File: src/rtl/seq_shift_add_multiplier_if.sv
// seq_shift_add_multiplier_if: operand valid/ready and result done/ack bundle for the shift-add multiplier.
interface seq_shift_add_multiplier_if #(parameter int WIDTH = 32);
    logic                 iValid_Data;
    logic                 iSigned;
    logic [WIDTH-1:0]     iA;
    logic [WIDTH-1:0]     iB;
    logic                 iAck;
    logic                 oReady;
    logic                 oBusy;
    logic                 oDone;
    logic [2*WIDTH-1:0]   oProduct;
    modport master (output iValid_Data, iSigned, iA, iB, iAck, input oReady, oBusy, oDone, oProduct);
    modport slave  (input iValid_Data, iSigned, iA, iB, iAck, output oReady, oBusy, oDone, oProduct);
endinterface

File: src/rtl/seq_shift_add_multiplier.sv
// seq_shift_add_multiplier: sequential sign-magnitude shift-add multiplier with optional early exit.
module seq_shift_add_multiplier #(
    parameter int WIDTH      = 32,
    parameter int EARLY_EXIT = 1
) (
    input  logic                      Clock,
    input  logic                      Reset,
    seq_shift_add_multiplier_if.slave bus
);
    localparam int CW = $clog2(WIDTH + 1);
    typedef enum logic [1:0] {IDLE = 2'd0, CALC = 2'd1, DONE = 2'd2} state_t;
    state_t             state_q;
    logic [CW-1:0]      cnt_q, cnt_d;
    logic [2*WIDTH-1:0] acc_q, acc_d, mcand_q, mcand_d, prod_q;
    logic [WIDTH-1:0]   mplier_q, mplier_d, abs_a, abs_b;
    logic               neg_q, last_d, ready_q, busy_q, done_q;
    // Magnitudes fit unsigned WIDTH bits, so the most-negative operand needs no extra bit.
    always_comb begin
        abs_a    = (bus.iSigned && bus.iA[WIDTH-1]) ? -bus.iA : bus.iA;
        abs_b    = (bus.iSigned && bus.iB[WIDTH-1]) ? -bus.iB : bus.iB;
        acc_d    = mplier_q[0] ? acc_q + mcand_q : acc_q;
        mcand_d  = mcand_q << 1;
        mplier_d = mplier_q >> 1;
        cnt_d    = cnt_q + CW'(1);
        last_d   = (cnt_d == CW'(WIDTH)) || (EARLY_EXIT != 0 && mplier_d == '0);
    end
    always_ff @(posedge Clock or negedge Reset) begin
        if (!Reset) begin
            state_q  <= IDLE;
            cnt_q    <= '0;
            acc_q    <= '0;
            mcand_q  <= '0;
            mplier_q <= '0;
            neg_q    <= 1'b0;
            prod_q   <= '0;
            ready_q  <= 1'b1;
            busy_q   <= 1'b0;
            done_q   <= 1'b0;
        end else begin
            case (state_q)
                IDLE: if (bus.iValid_Data) begin
                    mcand_q  <= {{WIDTH{1'b0}}, abs_a};
                    mplier_q <= abs_b;
                    acc_q    <= '0;
                    cnt_q    <= '0;
                    neg_q    <= bus.iSigned & (bus.iA[WIDTH-1] ^ bus.iB[WIDTH-1]);
                    state_q  <= CALC;
                    ready_q  <= 1'b0;
                    busy_q   <= 1'b1;
                end
                CALC: begin
                    acc_q    <= acc_d;
                    mcand_q  <= mcand_d;
                    mplier_q <= mplier_d;
                    cnt_q    <= cnt_d;
                    if (last_d) begin
                        prod_q  <= neg_q ? -acc_d : acc_d;
                        state_q <= DONE;
                        busy_q  <= 1'b0;
                        done_q  <= 1'b1;
                    end
                end
                DONE: if (bus.iAck) begin
                    state_q <= IDLE;
                    done_q  <= 1'b0;
                    ready_q <= 1'b1;
                end
                default: begin
                    state_q <= IDLE;
                    ready_q <= 1'b1;
                    busy_q  <= 1'b0;
                    done_q  <= 1'b0;
                end
            endcase
        end
    end
    assign bus.oReady   = ready_q;
    assign bus.oBusy    = busy_q;
    assign bus.oDone    = done_q;
    assign bus.oProduct = prod_q;
endmodule

File: src/flat_wrapper.sv
// flat-port wrapper written by rule: the top's interface ports become plain ports
module seq_shift_add_multiplier_flat 
#(
    parameter int WIDTH      = 32,
    parameter int EARLY_EXIT = 1
)
  (Clock, Reset, bus_iValid_Data, bus_iSigned, bus_iA, bus_iB, bus_iAck, bus_oReady, bus_oBusy, bus_oDone, bus_oProduct);
  seq_shift_add_multiplier_if #(.WIDTH(WIDTH)) bus_i ();
  input  logic Clock;
  input  logic Reset;
  input wire logic [$bits(bus_i.iValid_Data)-1:0] bus_iValid_Data;
  input wire logic [$bits(bus_i.iSigned)-1:0] bus_iSigned;
  input wire logic [$bits(bus_i.iA)-1:0] bus_iA;
  input wire logic [$bits(bus_i.iB)-1:0] bus_iB;
  input wire logic [$bits(bus_i.iAck)-1:0] bus_iAck;
  output wire logic [$bits(bus_i.oReady)-1:0] bus_oReady;
  output wire logic [$bits(bus_i.oBusy)-1:0] bus_oBusy;
  output wire logic [$bits(bus_i.oDone)-1:0] bus_oDone;
  output wire logic [$bits(bus_i.oProduct)-1:0] bus_oProduct;
  assign bus_i.iValid_Data = bus_iValid_Data;
  assign bus_i.iSigned = bus_iSigned;
  assign bus_i.iA = bus_iA;
  assign bus_i.iB = bus_iB;
  assign bus_i.iAck = bus_iAck;
  assign bus_oReady = bus_i.oReady;
  assign bus_oBusy = bus_i.oBusy;
  assign bus_oDone = bus_i.oDone;
  assign bus_oProduct = bus_i.oProduct;
  seq_shift_add_multiplier #(.WIDTH(WIDTH), .EARLY_EXIT(EARLY_EXIT)) u_core (.Clock(Clock), .Reset(Reset), .bus(bus_i));
endmodule
File: config.mk
export PLATFORM = sky130hd
export DESIGN_NAME = seq_shift_add_multiplier_flat
export DESIGN_NICKNAME = d
export VERILOG_FILES = /design/src/rtl/seq_shift_add_multiplier_if.sv /design/src/rtl/seq_shift_add_multiplier.sv /design/src/flat_wrapper.sv
export SDC_FILE = /design/constraint.sdc
export NUM_CORES = 1
export LEC_CHECK = 0
export CAP_MARGIN = 20
export CORE_MARGIN = 2
export CORE_UTILIZATION = 36
export CTS_BUF_LIST = sky130_fd_sc_hd__clkbuf_16
export CTS_CLUSTER_DIAMETER = 80
export CTS_CLUSTER_SIZE = 25
export DETAILED_ROUTE_END_ITERATION = 8
export DONT_BUFFER_PORTS = 1
export PLACE_DENSITY = 0.6
export SYNTH_ARGS = -nofsm -noshare
export SYNTH_HDL_FRONTEND = slang
export SYNTH_SLANG_ARGS = --single-unit
File: constraint.sdc
create_clock -name Clock -period 4.28 [get_ports Clock]
set_input_delay 0.642 -clock Clock [delete_from_list [all_inputs] [get_ports Clock]]
set_output_delay 0.642 -clock Clock [all_outputs]
set_load 0.005 [all_outputs]
* Word level (Yosys, flattened, before mapping) *
Index checks and enable logic that the tools add are counted.

operators by class
  multiplexer cells = 25
  eq/ne operators = 6
  reductions and logical operators = 13
  add/subtract/negate cells = 5
  bitwise operators = 5

operators with widths
  kind                   count
  $mux W64               4
  $pmux W64 S2           2
  $mux W32               3
  $add A64 B64 Y64       1
  $neg A32 Y32           2
  $neg A64 Y64           1
  $pmux W32 S2           1
  $logic_not A32 Y1      1
  $pmux W6 S2            1
  $reduce_and A3 Y1      4
  $pmux W1 S3            3
  $add A6 B1 Y6 const B  1
  $eq A6 B6 Y1 const B   1
  $mux W1                6
  $mux W2                3
  $mux W6                1
  $pmux W2 S3            1
  $reduce_and A2 Y1      3
  $ne A2 B2 Y1 const B   2
  $not A1 Y1             3
  $eq A2 B1 Y1 const B   1
  $eq A2 B2 Y1 const B   1
  $logic_and A1 B1 Y1    2
  $logic_not A2 Y1       1
  5 further kinds        5

word-level totals
  register bits = 236
  input bits = 69
  output and inout port bits = 67

* Logic depth before layout (Yosys ltp) *
Gate-level depths: netlist (run 1).

  depth after elaboration = 5
  gate-level depth with buffers = 16
  gate-level depth less buffers = 15

* Least setup slack after synthesis (run 1) *
OpenSTA, ideal clock, no wires.

  path type = flip-flop to flip-flop
  start = register u_core.mcand_q[0]
  end = register u_core.prod_q[61] (netlist: u_core.bus.oProduct[61])
  arrival time = 3,774 ps
  cell stages (with the launch flop) = 17
  slack = 376 ps
  path buffers = 1
  period minus slack after synthesis = 3,904 ps
  path through = dfrtp_1 -> ha_1 -> inv_1 -> fa_1 -> nand2b_1 -> a21boi_1 -> o21ai_1 -> xnor2_1 -> or4_1 -> a21oi_1 -> nand4_1 -> nor4_2 -> nand4_1 -> buf_2 -> o41ai_2 -> xnor2_1 -> o21ai_1

between the ends
  cells in the longest elaborated chain, start to end = 4

RTL lines
  item                    line                            source
  from (decl)             seq_shift_add_multiplier.sv:14  logic [2*WIDTH-1:0] acc_q, acc_d, mcand_q, mcand_d, prod_q;
  from (signal assigned)  seq_shift_add_multiplier.sv:42  mcand_q <= {{WIDTH{1'b0}}, abs_a};
  from (signal assigned)  seq_shift_add_multiplier.sv:53  mcand_q <= mcand_d;
  $add A64 B64 Y64 (*)    seq_shift_add_multiplier.sv:21  acc_d = mplier_q[0] ? acc_q + mcand_q : acc_q;
  $mux W64 (*)            seq_shift_add_multiplier.sv:21
  $neg A64 Y64            seq_shift_add_multiplier.sv:57  prod_q <= neg_q ? -acc_d : acc_d;
  $mux W64 (*)            seq_shift_add_multiplier.sv:57
  to (signal assigned)    seq_shift_add_multiplier.sv:57
  to (decl)               seq_shift_add_multiplier.sv:14

Mark *: on every way between the ends. The rest lies on a longest branch, timed or not.
A chain may end at the register's enable or synchronous reset.

* Worst setup path after layout (run 1) *
  start = register u_core.mcand_q[13]
  end = register u_core.prod_q[63] (netlist: u_core.bus.oProduct[63])

Same word-level chain as after synthesis.

==> run_results.csv, run 1 <==
group,metric,value,unit
global_route,global_route_wire_length_before_repair,96400,µm
outcome,violations,"hold timing",
pwr,fin_total_pwr,19.7,mW
floorplan,die_height,225,µm
global_route,grt_start_max_net_pins,237,
worst_setup_path,cp_data_arrival_time,4590,ps
cells_and_area,syn2layout_area_growth,21.1,%
pwr,maximum_resistive_drop_on_vdd,0.000443,V
run,max-cap-violations,0,
cells_and_area,antennaDiodeCount,0,
timing,number_of_max_slew_violations_in_the_final_report,0,
cells_and_area,fillerInstances,4840,
placed_design,hpwl,47500,µm
yosys,syn_avg_cell_area,8.08,µm²
timing,max-slew-margin-rel,30.5,%
worst_setup_path,critical_path.max_fanout,5,
detailed_routing,routed-via-count,17199,
min_path,worst_hold_path_type,"in2async",
detailed_routing,drt_first_iter_violations,1272,
detailed_routing,wl,62500,µm
timing,worstMarginPinSlew,1040,ps
timing,timing.clock.skew,18.1,ps
cts,tritoncts,"done",
cts,cts.clk_slew.worst_paths,90,ps
detailed_routing,avgRoutedWirePerCell,21.3,µm
detailed_routing,dr_wl_met3,2670,µm
yosys,post-synth-top-count-cell,"sky130_fd_sc_hd__nand2_1",
cts,clockRootBuffer,"sky130_fd_sc_hd__clkbuf_16",
placed_design,numPortBuffers,0,
cells_and_area,utilization_after_layout,44.3,%
yosys,seq_area_frac_synth,33.7,%
floorplan,floorplan.initialDensity,36.6,%
cts,clk-insertion-delay-late,540,ps
yosys,syn-num-nets,2305,
yosys,syn-cell-area,17500,µm²
detailed_routing,routed-wl-met2,30100,µm
timing,final.period_utilization,97.6,%
floorplan,die_w,225,µm
yosys,synth_top_cell_by_area,"sky130_fd_sc_hd__dfrtp_1",
worst_setup_path,setup.reg_to_reg.worst_slack,100,ps
timing,setup_repair_after_global_routing_missed_its_margin,"true",
pwr,p_per_area,930,nW/µm²
detailed_routing,m1WireLength,27000,µm
worst_setup_path,crit_path_start_kind,"register",
yosys,synth-warning-count,0,
worst_setup_path,worst_ep_required_time,4690,ps
detailed_routing,drc_errors,0,
outcome,status,"complete, but fails checks",
global_route,antenna_violations_before_repair,0,
placed_design,gp_routability_congestion,0.940,
yosys,synthDistinctLibCells,91,
detailed_routing,route.antenna.remaining_nets,0,
cts,htree_num_levels,1,
global_route,grt.total_usage,24.3,%
floorplan,num_rows,80,
yosys,synth_commonest_cells,"304 x sky130_fd_sc_hd__nand2_1, 286 x sky130_fd_sc_hd__o21ai_0, 235 x sky130_fd_sc_hd__dfrtp_1",
yosys,ys_seq_elements,236,
timing,holdWs,-192,ps
detailed_routing,vias_per_cell,5.86,
cts,cts.sinks,236,
floorplan,std_cell_core_area,47800,µm²
floorplan,floorplan.die_area,50400,µm²
yosys,post_synth_inst_count,2168,
pwr,p_leak,8.66,nW
yosys,ys_dominant_reg_cell,"sky130_fd_sc_hd__dfrtp_1",
cells_and_area,multiInputGateArea,11700,µm²
global_route,number_of_global_route_vias_before_repair,16619,
cts,tritoncts_buffer_count,17,
yosys,async_flop_share,100,%
yosys,count_of_flip_flops_with_a_built_in_enable_after_synthesis,0,
cells_and_area,post_route_cells_drive_above_1_share,19.3,%
floorplan,ioPinCount,136,
timing,setup_viol,0,
worst_setup_path,worstSetupEndpointType,"register",
global_route,globalRouteOverflowTotal,0,
cells_and_area,finish.net_count,2447,
detailed_routing,highest_layer,"met4",
worst_setup_path,timing.setup.critical_path_class,"reg2reg",
detailed_routing,drtPass1Iterations,6,
cells_and_area,final-seq-area,5920,µm²
timing,timing.fmax,239,MHz
timing,finalHoldViolCount,235,
yosys,synth_top_area_share,33.6,%
yosys,synth.top_cells.by_area,"sky130_fd_sc_hd__dfrtp_1 34%, sky130_fd_sc_hd__o21ai_0 8.2%, sky130_fd_sc_hd__nand2_1 6.5%",
cts,cts-root-to-sink-buffers,3,
timing,period_minus_slack,4180,ps
-- metal layers --
layer	global-route usage (%)	vias to the layer above
met5	0	-
met2	42.2	470
met3	2.64	112
li1	-	8295
met1	31.4	8322
met4	8.05	0
-- report_power, final --
| group | leakage [nW] | internal, mW | switching [mW] |
|---|---|---|---|
| registers | 3.04 | 3.24 | 1.13 |
| clock network | 0.289 | 0.903 | 0.965 |
| logic | 5.34 | 5.68 | 7.80 |
| total | 8.66 | 9.82 | 9.90 |
-- metrics by stage --
stage / setup WS [ps] / TNS, ps / area (µm²) / cells
after floorplan: 376 / 0 / 17500 / 2168
after global placement: -120 / -785 / 19600 / 2881
after detailed placement: -136 / -999 / 19600 / 2881
after CTS: -22.6 / -22.6 / 20300 / 2910
after global routing: -93.4 / -385 / 21200 / 2935
final: 103 / 0 / 21200 / 2935
-- worst max-delay path, cell delays in order (launching register included) --
cell and delay, ps:
sky130_fd_sc_hd__dfrtp_1 450, sky130_fd_sc_hd__ha_4 320, sky130_fd_sc_hd__buf_4 120, sky130_fd_sc_hd__nand4_1 170, sky130_fd_sc_hd__nor2_4 230, sky130_fd_sc_hd__nand3_4 110
sky130_fd_sc_hd__a2111oi_4 610, sky130_fd_sc_hd__nor3_1 80, sky130_fd_sc_hd__or3_1 390, sky130_fd_sc_hd__a211o_1 310, sky130_fd_sc_hd__nor4_4 260, sky130_fd_sc_hd__nand4_1 240
sky130_fd_sc_hd__buf_6 210, sky130_fd_sc_hd__o41ai_4 320, sky130_fd_sc_hd__xnor2_1 150, sky130_fd_sc_hd__o21ai_1 70
-- area by class of cell --
class	count	share of cell area, %
Clock inverter	12	0.873
Tap cell	615	3.63
Inverter	36	0.637
Multi-Input combinational cell	1758	55.4
Sequential cell	236	27.9
Timing Repair Buffer	261	9.56
Clock buffer	17	2.01
-- worst paths after layout --
check,depth (start not counted),startpoint,endpoint
hold / removal,0,Reset,u_core.mcand_q[41]$_DFFE_PN0P_
min in group Clock,2,bus_iB[31],u_core.mplier_q[31]$_DFFE_PN0P_
max in group asynchronous,0,Reset,u_core.acc_q[12]$_DFFE_PN0P_
setup / recovery,15,u_core.mcand_q[13]$_DFFE_PN0P_,u_core.bus.oProduct[63]$_DFFE_PN0P_
hold reg to reg,1,u_core.acc_q[63]$_DFFE_PN0P_,u_core.acc_q[63]$_DFFE_PN0P_
setup reg to reg,15,u_core.mcand_q[13]$_DFFE_PN0P_,u_core.bus.oProduct[63]$_DFFE_PN0P_
-- registers in the layout (all words and copies together) (netlist names) --
name and count:
u_core.acc_q 64, u_core.bus.oProduct 64, u_core.mcand_q 64, u_core.mplier_q 32
u_core.cnt_q 6, u_core.state_q 2, u_core.bus.oBusy 1, u_core.bus.oDone 1
u_core.bus.oReady 1, u_core.neg_q 1
-- kinds of logic (layout without fill, tap and decap cells) --
| logic type | Yosys count | after routing | synth area share, % |
|---|---|---|---|
| buffers and inverters | 175 | 326 | 3.98 |
| xor gates and xnor gates | 148 | 148 | 7.40 |
| DFF | 236 | 236 | 33.7 |
| muxes | 31 | 31 | 1.81 |
| AOI/OAI and AO/OA | 776 | 776 | 28.0 |
| and+or+nand+nor | 734 | 735 | 20.2 |
| adders and majority gates | 68 | 68 | 4.90 |
-- placed cells by master (no fill, tap or decap), types with 9 or more instances in the layout --
master                      instances
sky130_fd_sc_hd__a211oi_1          11
sky130_fd_sc_hd__a21o_1            33
sky130_fd_sc_hd__a21oi_1          113
sky130_fd_sc_hd__a21oi_2           22
sky130_fd_sc_hd__a22oi_1           59
sky130_fd_sc_hd__a31oi_1           19
sky130_fd_sc_hd__and2_1             9
sky130_fd_sc_hd__and3_1             9
sky130_fd_sc_hd__and4_1             9
sky130_fd_sc_hd__buf_4            252
sky130_fd_sc_hd__clkbuf_16         17
sky130_fd_sc_hd__dfrtp_1          225
sky130_fd_sc_hd__dfrtp_2            9
sky130_fd_sc_hd__ha_1              48
sky130_fd_sc_hd__ha_4              15
sky130_fd_sc_hd__inv_1             35
sky130_fd_sc_hd__mux2i_1           26
sky130_fd_sc_hd__nand2_1          300
sky130_fd_sc_hd__nand2b_1          18
sky130_fd_sc_hd__nand3_1           91
sky130_fd_sc_hd__nand4_1           41
sky130_fd_sc_hd__nor2_1            95
sky130_fd_sc_hd__nor2b_1           16
sky130_fd_sc_hd__nor3_1            40
sky130_fd_sc_hd__nor4_1            23
sky130_fd_sc_hd__o211ai_1          17
sky130_fd_sc_hd__o21a_1            20
sky130_fd_sc_hd__o21ai_0          272
sky130_fd_sc_hd__o21ai_1           49
sky130_fd_sc_hd__o31ai_1           24
sky130_fd_sc_hd__o31ai_2            9
sky130_fd_sc_hd__or3_1             26
sky130_fd_sc_hd__xnor2_1          102
sky130_fd_sc_hd__xor2_1            45
-- repair_timing --
item | in CTS | in global routing
buffers inserted | 0 | 24
endpoints found under the setup margin | 21 | 36
pin swaps | 0 | 49
gates cloned | 0 | 1
hold endpoints to repair | 235 | 235
resized for setup | 17 | 147
No activity file was read; power rests on OpenSTA's default activity.
==> run 2, diff against run 1 <==
Settings changed: MAX_ROUTING_LAYER from default to met4.
==> run_results.csv, run 2 (synthesis gave the netlist of run 1 again) <==
group,metric,value,unit
cells_and_area,antennaDiodeCount,0,
floorplan,die_height,225,µm
timing,worstMarginPinSlew,1120,ps
detailed_routing,drtPass1Iterations,5,
worst_setup_path,cp_data_arrival_time,4650,ps
outcome,status,"complete, but fails checks",
global_route,global_route_wire_length_before_repair,95300,µm
worst_setup_path,worstSetupEndpointType,"register",
detailed_routing,route.antenna.remaining_nets,0,
placed_design,gp_routability_congestion,0.967,
cells_and_area,finish.net_count,2439,
cells_and_area,fillerInstances,4822,
timing,finalHoldViolCount,235,
placed_design,hpwl,47500,µm
worst_setup_path,setup.worst_path.start,"u_core.acc_q[14]$_DFFE_PN0P_",
cts,cts.sinks,236,
timing,final.period_utilization,99.0,%
timing,period_minus_slack,4240,ps
timing,timing.clock.skew,23.1,ps
global_route,grt_start_max_net_pins,237,
global_route,grt.total_usage,24.8,%
detailed_routing,avgRoutedWirePerCell,21.4,µm
worst_setup_path,timing.setup.critical_path_class,"reg2reg",
pwr,p_per_area,936,nW/µm²
timing,max-slew-margin-rel,25.4,%
cells_and_area,commonest_non_fill_non_tap_cell_in_the_layout,"sky130_fd_sc_hd__nand2_1",
detailed_routing,drc_errors,0,
pwr,maximum_resistive_drop_on_vdd,0.000420,V
floorplan,ioPinCount,136,
pwr,p_leak,8.69,nW
outcome,violations,"hold timing",
floorplan,num_rows,80,
detailed_routing,wl,62500,µm
detailed_routing,vias_per_cell,5.86,
worst_setup_path,worst_ep_required_time,4690,ps
run,max-cap-violations,0,
cells_and_area,syn2layout_area_growth,20.9,%
floorplan,die_w,225,µm
min_path,worst_hold_path_type,"in2async",
global_route,antenna_violations_before_repair,0,
cts,cts.clk_slew.worst_paths,90,ps
cts,htree_num_levels,1,
detailed_routing,routed-via-count,17177,
floorplan,floorplan.die_area,50400,µm²
cts,tritoncts_buffer_count,19,
worst_setup_path,regToRegStartpoint,"u_core.acc_q[14]$_DFFE_PN0P_",
worst_setup_path,critical_path.max_fanout,8,
cts,cts-root-to-sink-buffers,3,
floorplan,std_cell_core_area,47800,µm²
floorplan,floorplan.initialDensity,36.6,%
timing,holdWs,-191,ps
cells_and_area,final_cell_mix,"301 x sky130_fd_sc_hd__nand2_1, 278 x sky130_fd_sc_hd__o21ai_0, 243 x sky130_fd_sc_hd__buf_4, 230 x sky130_fd_sc_hd__dfrtp_1, 117 x sky130_fd_sc_hd__a21oi_1",
global_route,globalRouteOverflowTotal,0,
placed_design,numPortBuffers,0,
timing,timing.fmax,236,MHz
timing,tns,0,ps
cells_and_area,post_route_cells_drive_above_1_share,18.5,%
timing,setup_repair_after_global_routing_missed_its_margin,"true",
global_route,number_of_global_route_vias_before_repair,16456,
worst_setup_path,crit_path_start_kind,"register",
cts,clockRootBuffer,"sky130_fd_sc_hd__clkbuf_16",
timing,setup_viol,0,
cts,tritoncts,"done",
cts,clk-insertion-delay-late,540,ps
detailed_routing,drt_first_iter_violations,1245,
timing,number_of_max_slew_violations_in_the_final_report,0,
==> run 2: timing repair <==
action,4_1_cts,5_1_grt
resized for setup,22,126
pin swaps,4,36
setup buffers,4,16
hold endpoints to repair,235,235
endpoints found under the setup margin,20,33
cloned,0,1
==> run 2: path summary, 6_finish.rpt <==
check	depth (start not counted)	slack (ps)	to
max	16	40	u_core.bus.oProduct[63]$_DFFE_PN0P_
min	0	-190	u_core.mcand_q[49]$_DFFE_PN0P_
max reg2reg	16	40	u_core.bus.oProduct[63]$_DFFE_PN0P_
min reg2reg	2	510	u_core.bus.oProduct[42]$_DFFE_PN0P_
max in group asynchronous	0	3890	u_core.acc_q[41]$_DFFE_PN0P_
min in group Clock	2	250	u_core.mplier_q[31]$_DFFE_PN0P_
==> run 2: critical path: stages (launching register included) <==
cell and delay [ps]:
sky130_fd_sc_hd__dfrtp_1 440, sky130_fd_sc_hd__ha_1 340, sky130_fd_sc_hd__buf_6 140, sky130_fd_sc_hd__nand4_1 180, sky130_fd_sc_hd__nor2_4 230, sky130_fd_sc_hd__a221oi_4 100, sky130_fd_sc_hd__a2111oi_4 650, sky130_fd_sc_hd__nor3_2 90
sky130_fd_sc_hd__or3_4 400, sky130_fd_sc_hd__a211o_1 260, sky130_fd_sc_hd__nor4_4 170, sky130_fd_sc_hd__buf_4 170, sky130_fd_sc_hd__nand4_1 160, sky130_fd_sc_hd__buf_6 200, sky130_fd_sc_hd__o41ai_4 350, sky130_fd_sc_hd__xnor2_1 160
sky130_fd_sc_hd__o21ai_1 70
==> run 2: area by class of cell <==
class	instances	area [µm²]	share of cell area, %
Clock buffer	19	475	2.25
Clock inverter	14	204	0.963
Inverter	36	135	0.638
Multi-Input combinational cell	1758	11700	55.5
Sequential cell	236	5920	27.9
Tap cell	615	769	3.63
Timing Repair Buffer	251	1930	9.12
==> run 2: routing by layer <==
| metal | GRT usage, % | vias to the layer above | wire length (µm) |
|---|---|---|---|
| met3 | 2.61 | 104 | 2410 |
| met5 | - | - | 0 |
| met1 | 31.1 | 8378 | 27200 |
| met2 | 42.1 | 446 | 30600 |
| met4 | 7.84 | 0 | 2330 |
| li1 | - | 8249 | - |
==> run 2: where the power goes <==
group	leakage, nW	internal, mW	total (mW)	switching [mW]
Clock	0.335	0.960	1.99	1.03
Combinational	5.31	5.66	13.4	7.76
Sequential	3.04	3.23	4.40	1.17
Total	8.69	9.85	19.8	9.96
==> run 2: stage by stage <==
step | setup slack (ps) | total power [mW] | cell area, µm² | instances | util [%]
after floorplan | 376 | 11.6 | 17500 | 2168 | -
after detailed placement | -283 | 16.7 | 19500 | 2875 | 40.8
final | 42.7 | 19.8 | 21200 | 2929 | 44.3
after global placement | -121 | 16.6 | 19500 | 2875 | 40.8
after global routing | -120 | 21.3 | 21200 | 2929 | 44.3
after CTS | 0.562 | 18.9 | 20300 | 2912 | 42.5
